File: config.mk
export PLATFORM = sky130hd
export DESIGN_NAME = emu_run_ctrl
export DESIGN_NICKNAME = d
export VERILOG_FILES = /design/src/rtl/emu_ctrl_pkg.sv /design/src/rtl/emu_dec_cnt.sv /design/src/rtl/emu_run_ctrl.sv
export SDC_FILE = /design/constraint.sdc
export NUM_CORES = 1
export LEC_CHECK = 0
export CORE_AREA = 2 2 79 81
export CTS_CLUSTER_SIZE = 24
export DETAILED_ROUTE_END_ITERATION = 10
export DIE_AREA = 0 0 81 83
export PLACE_DENSITY = 0.77
export SYNTH_ARGS = -nofsm -noshare
export SYNTH_HDL_FRONTEND = slang
export SYNTH_SLANG_ARGS = --single-unit
File: constraint.sdc
create_clock -name emu_clk -period 2.53 [get_ports emu_clk]
set_input_delay 0.3795 -clock emu_clk [delete_from_list [all_inputs] [get_ports emu_clk]]
set_output_delay 0.3795 -clock emu_clk [all_outputs]
set_load 0.01 [all_outputs]
File: src/rtl/emu_ctrl_pkg.sv
// Shared types and helpers for the emulator run controller.
package emu_ctrl_pkg;

    typedef enum logic [1:0] {
        ST_RST  = 2'd0,
        ST_IDLE = 2'd1,
        ST_RUN  = 2'd2,
        ST_STEP = 2'd3
    } emu_state_e;

    // Width of the reset-cycle counter; never narrower than one bit so that
    // rst_cycles=1 still yields a legal vector.
    function automatic int rst_cnt_width(input int rst_cycles);
        return (rst_cycles > 1) ? $clog2(rst_cycles) : 1;
    endfunction

endpackage

File: src/rtl/emu_dec_cnt.sv
// Decimation counter: produces a one-cycle probe strobe every thr+1 active
// cycles. A threshold lowered below the running count wraps before matching.
module emu_dec_cnt #(
    parameter int dec_bits = 1
) (
    input  logic                clk,
    input  logic                rst_n,
    input  logic                clr,
    input  logic                en,
    input  logic [dec_bits-1:0] thr,
    output logic                cmp
);

    logic [dec_bits-1:0] cnt_q;

    assign cmp = en && (cnt_q == thr);

    // Count active cycles, restarting on a match or while cleared.
    always_ff @(posedge clk or negedge rst_n) begin
        if (!rst_n) begin
            cnt_q <= '0;
        end else if (clr) begin
            cnt_q <= '0;
        end else if (en) begin
            cnt_q <= cmp ? '0 : cnt_q + 1'b1;
        end
    end

endmodule

File: src/rtl/emu_run_ctrl.sv
// Run controller for the emulated design: reset sequencing, free-run and
// N-cycle stepping, plus the probe decimation strobe.
//
//   state | meaning
//   RST   | emulated design held in reset with its clock enabled
//   IDLE  | clock gated off, waiting for run or step request
//   RUN   | free-running clock
//   STEP  | clock enabled for a counted burst
//
// emu_rst, emu_clk_en, busy and done are taken straight from flops, each
// loaded from the next state, so the gating path never sees decode glitches.
module emu_run_ctrl
    import emu_ctrl_pkg::*;
#(
    parameter int dec_bits   = 1,
    parameter int step_bits  = 32,
    parameter int rst_cycles = 4
) (
    input  logic                 emu_clk,
    input  logic                 emu_rst_n,
    input  logic                 rst_req,
    input  logic                 run_cont,
    input  logic                 step_go,
    input  logic [step_bits-1:0] step_cnt,
    input  logic [dec_bits-1:0]  emu_dec_thr,
    output logic                 emu_rst,
    output logic                 emu_clk_en,
    output logic                 emu_dec_cmp,
    output logic                 busy,
    output logic                 done
);

    localparam int             RCW      = rst_cnt_width(rst_cycles);
    localparam logic [RCW-1:0] RST_LAST = RCW'(rst_cycles - 1);

    emu_state_e           state_q, state_d;
    logic [RCW-1:0]       rcnt_q, rcnt_d;
    logic [step_bits-1:0] rem_q, rem_d;
    logic                 step_go_q;
    logic                 emu_rst_q, clk_en_q, busy_q, done_q;
    logic                 step_rise, rst_last;

    assign step_rise = step_go && !step_go_q;
    assign rst_last  = (rcnt_q == RST_LAST);

    // Next-state logic; rst_req overrides everything. The reset counter only
    // advances on enabled cycles so the design sees rst_cycles reset edges.
    always_comb begin
        state_d = state_q;
        rcnt_d  = rcnt_q;
        rem_d   = rem_q;
        if (rst_req) begin
            state_d = ST_RST;
            if (state_q != ST_RST) begin
                rcnt_d = '0;
            end else if (clk_en_q && !rst_last) begin
                rcnt_d = rcnt_q + 1'b1;
            end
        end else begin
            case (state_q)
                ST_RST: begin
                    if (clk_en_q) begin
                        if (rst_last) begin
                            state_d = run_cont ? ST_RUN : ST_IDLE;
                        end else begin
                            rcnt_d = rcnt_q + 1'b1;
                        end
                    end
                end
                ST_IDLE: begin
                    if (run_cont) begin
                        state_d = ST_RUN;
                    end else if (step_rise && (step_cnt != '0)) begin
                        rem_d   = step_cnt;
                        state_d = ST_STEP;
                    end
                end
                ST_RUN: begin
                    if (!run_cont) begin
                        state_d = ST_IDLE;
                    end
                end
                ST_STEP: begin
                    rem_d = rem_q - 1'b1;
                    if (rem_q == step_bits'(1)) begin
                        state_d = ST_IDLE;
                    end
                end
                default: state_d = ST_RST;
            endcase
        end
    end

    // State, counters and step_go history.
    always_ff @(posedge emu_clk or negedge emu_rst_n) begin
        if (!emu_rst_n) begin
            state_q   <= ST_RST;
            rcnt_q    <= '0;
            rem_q     <= '0;
            step_go_q <= 1'b0;
        end else begin
            state_q   <= state_d;
            rcnt_q    <= rcnt_d;
            rem_q     <= rem_d;
            step_go_q <= step_go;
        end
    end

    // Registered outputs decoded from the next state.
    always_ff @(posedge emu_clk or negedge emu_rst_n) begin
        if (!emu_rst_n) begin
            emu_rst_q <= 1'b1;
            clk_en_q  <= 1'b0;
            busy_q    <= 1'b0;
            done_q    <= 1'b0;
        end else begin
            emu_rst_q <= (state_d == ST_RST);
            clk_en_q  <= (state_d != ST_IDLE);
            busy_q    <= (state_d == ST_STEP);
            done_q    <= (state_q == ST_STEP) && (state_d == ST_IDLE);
        end
    end

    emu_dec_cnt #(
        .dec_bits (dec_bits)
    ) u_dec_cnt (
        .clk   (emu_clk),
        .rst_n (emu_rst_n),
        .clr   (emu_rst_q),
        .en    (clk_en_q && !emu_rst_q),
        .thr   (emu_dec_thr),
        .cmp   (emu_dec_cmp)
    );

    assign emu_rst    = emu_rst_q;
    assign emu_clk_en = clk_en_q;
    assign busy       = busy_q;
    assign done       = done_q;

endmodule

==> metrics.yaml, run 1 <==
run_status:
  run_status: "completed"
detailed_routing:
  dr_total_vias: 2617
  routedWlPerCell_microns: 16.0
  drc: 0
  wirelength_mm: 6.91
  drt_iter0_drc: 205
  postRouteAntennaNets: 0
  via_per_inst: 6.04
  drtPass1Iterations: 5
timing:
  final_hold_viol_count: 0
  fmax_mhz: 425
  rsz0062_at_grt: "no"
  skew_ps: 12.7
  setup_violations: 0
  final.setup.tns_ps: 0
  maxSlewHeadroom_pct: 36.3
  period_needed_ps: 2350
  tightest_slew_ps: 955
  period_share_pct: 93.0
  layout_setup_ws_ps: 176
  final_max_slew_viol_count: 0
setup_path:
  cp_max_fo: 7
  crit_path_end_kind: "register"
  setup.worst_path.class: "register to register"
  critPathArrivalTime_ps: 2570
  rr_worst_depth: 6
  r2r_setup_slack_ps: 180
  required_ps: 2750
  start_kind: "register"
global_route:
  track_usage_pct: 21.8
  first_global_vias: 2519
  grt-ovfl-total: 0
  grt_pass1_wl_mm: 11.8
  grt_max_degree: 46
  antenna_found_initial: 0
clock_network:
  cts_inserted_buffers: 5
  postCtsSetupRepairBufs: 0
  insertion_delay_ps: 300
  cts_tree: "yes"
  post_cts_resized: 0
  htreeDepth: 2
  clk_pin_slew_worst_paths_ps: 90
  clock-sinks: 42
  cts_root_buf: "clkbuf_8"
  cts_buffer_depth: 2
  hold_buffers: 0
final_layout:
  antenna_cells: 0
  multi_input_area_sq_um: 1450
  register_area_sq_um: 1050
  syn_to_final_growth_pct: 25.9
  filler_cell_count: 551
  layout-drive-gt1-share_pct: 10.1
  final_util_pct: 55.8
  nNetsFinal: 398
synthesis:
  synth.area.top_cells: "dfrtp_1 40%, a21oi_1 6.4%, o21ai_0 6.0%, nor2_1 5.0%, nor4_1 3.6%"
  synth_warnings: 0
  synth.distinct_cells: 48
  synth_edf_count: 0
  synth_top_cell_by_area: "dfrtp_1"
  yosysMostFrequentCell: "dfrtp_1"
  syn_nets: 350
  syn_avg_cell_area_sq_um: 8.33
  synth_seq_cells: 42
  synth_cells: 309
  yosysTopAreaCellShare_pct: 39.8
  ys_top_cells_by_count: "41 x dfrtp_1, 34 x nor2_1, 33 x a21oi_1"
  syn_area_sq_um: 2570
  synth_top_flop_cell: "dfrtp_1"
  async_reset_ff_share_pct: 100
  ys_seq_area_share_pct: 40.9
floorplan:
  num_io_pins: 43
  die-height_microns: 83
  start_util_pct: 44.3
  coreArea_sq_um: 5820
  die-area_sq_um: 6720
  die_w_microns: 81
  std_cell_rows: 28
place:
  hpwl_mm: 4.92
  place_ws_ps: 148
  portBuffers: 42
  globalplace.congestion: 0.864
power:
  vdd_drop_max_mv: 0.479
  power_w: 0.00270
  leakagePower_nw: 1.30
  powerDensity_nw_per_um2: 832
worst_hold_path:
  min_path_type: "primary input to async pin"
flow_run:
  maxCapViolations: 0
==> stage by stage <==
stage / hold WS, ps / cell area, sq um / std cells
finish: 218 / 3240 / 433
detailed placement: 460 / 3140 / 425
global route: 294 / 3240 / 433
CTS: 252 / 3240 / 433
global placement: 468 / 3140 / 425
floorplan: 83.9 / 2570 / 309
==> layout make-up <==
class	count	area share (%)
Multi-Input combinational cell	243	44.6
Sequential cell	42	32.4
Timing Repair Buffer	56	16.0
Inverter	9	1.04
Clock inverter	2	0.386
Clock buffer	6	2.55
Tap cell	75	2.89
==> worst paths after layout <==
kind	start	endpoint
max reg2reg	rem_q[2]	rem_q[19]
min reg2reg	rem_q[23]	rem_q[23]
max	rem_q[2]	rem_q[19]
min	emu_rst_n	rem_q[0]
min in group emu_clk	rem_q[23]	rem_q[23]
max in group asynchronous	emu_rst_n	rem_q[22]
==> sequential cells by signal (all words and copies together) (netlist names) <==
signal,cells
state_q,2
busy,1
emu_clk_en,1
emu_rst,1
rcnt_q,2
step_go_q,1
done,1
rem_q,32
u_dec_cnt.cnt_q,1
==> cells by family (layout without fill, tap and decap cells) <==
family / count (synthesis) / count (layout) / share of synthesized area [%]
xor+xnor: 1 / 1 / 0.340
flops: 42 / 42 / 40.9
simple gates: 125 / 125 / 26.4
mux: 2 / 2 / 0.826
fa+ha+maj: 3 / 3 / 1.46
buf+inv: 24 / 73 / 3.55
compound gates: 112 / 112 / 26.5
==> report_power, final <==
| part | switching [W] | leakage (nW) | internal, W |
|---|---|---|---|
| Combinational | 0.000473 | 0.723 | 0.000495 |
| Sequential | 0.000327 | 0.532 | 0.000938 |
| Clock | 0.000247 | 0.0472 | 0.000220 |
==> placed cells by master (no fill, tap or decap), types with 3 or more instances in the layout <==
cell type / count
a21oi_1: 33
o22ai_1: 10
nand4_1: 6
nor3b_1: 4
nor4_1: 15
a31oi_1: 8
or3_1: 4
dfrtp_1: 41
o21a_1: 3
or4_1: 4
o21ai_0: 31
a2bb2oi_1: 7
nand2_1: 16
nand2b_1: 5
o22a_1: 6
clkbuf_8: 6
ha_1: 3
inv_1: 9
clkdlybuf4s50_1: 41
nand3_1: 8
nor3_1: 14
buf_4: 14
nor2_1: 33
==> critical path: stages (launching register included) <==
cell and delay, ps:
dfrtp_1 460, or4_1 660, nor2_2 270, nand3_1 170
or3_1 370, a21oi_1 180, a2bb2oi_1 150
==> routing by layer <==
| layer | part of all wire (%) | wire, microns | GRT usage (%) |
|---|---|---|---|
| met5 | 0 | 0 | 0 |
| met1 | 44 | 3070 | 30.0 |
| met4 | 0.85 | 59 | 4.47 |
| met3 | 4.8 | 333 | 4.46 |
| met2 | 50 | 3450 | 35.4 |
(Power assumes the default switching activity.)
==> inputs of run 2 (changes only) <==
Settings changed: HOLD_SLACK_MARGIN set to 0.12.
==> results of run 2 <==
No change in the layout: final DEF, timing and power equal those of run 1.
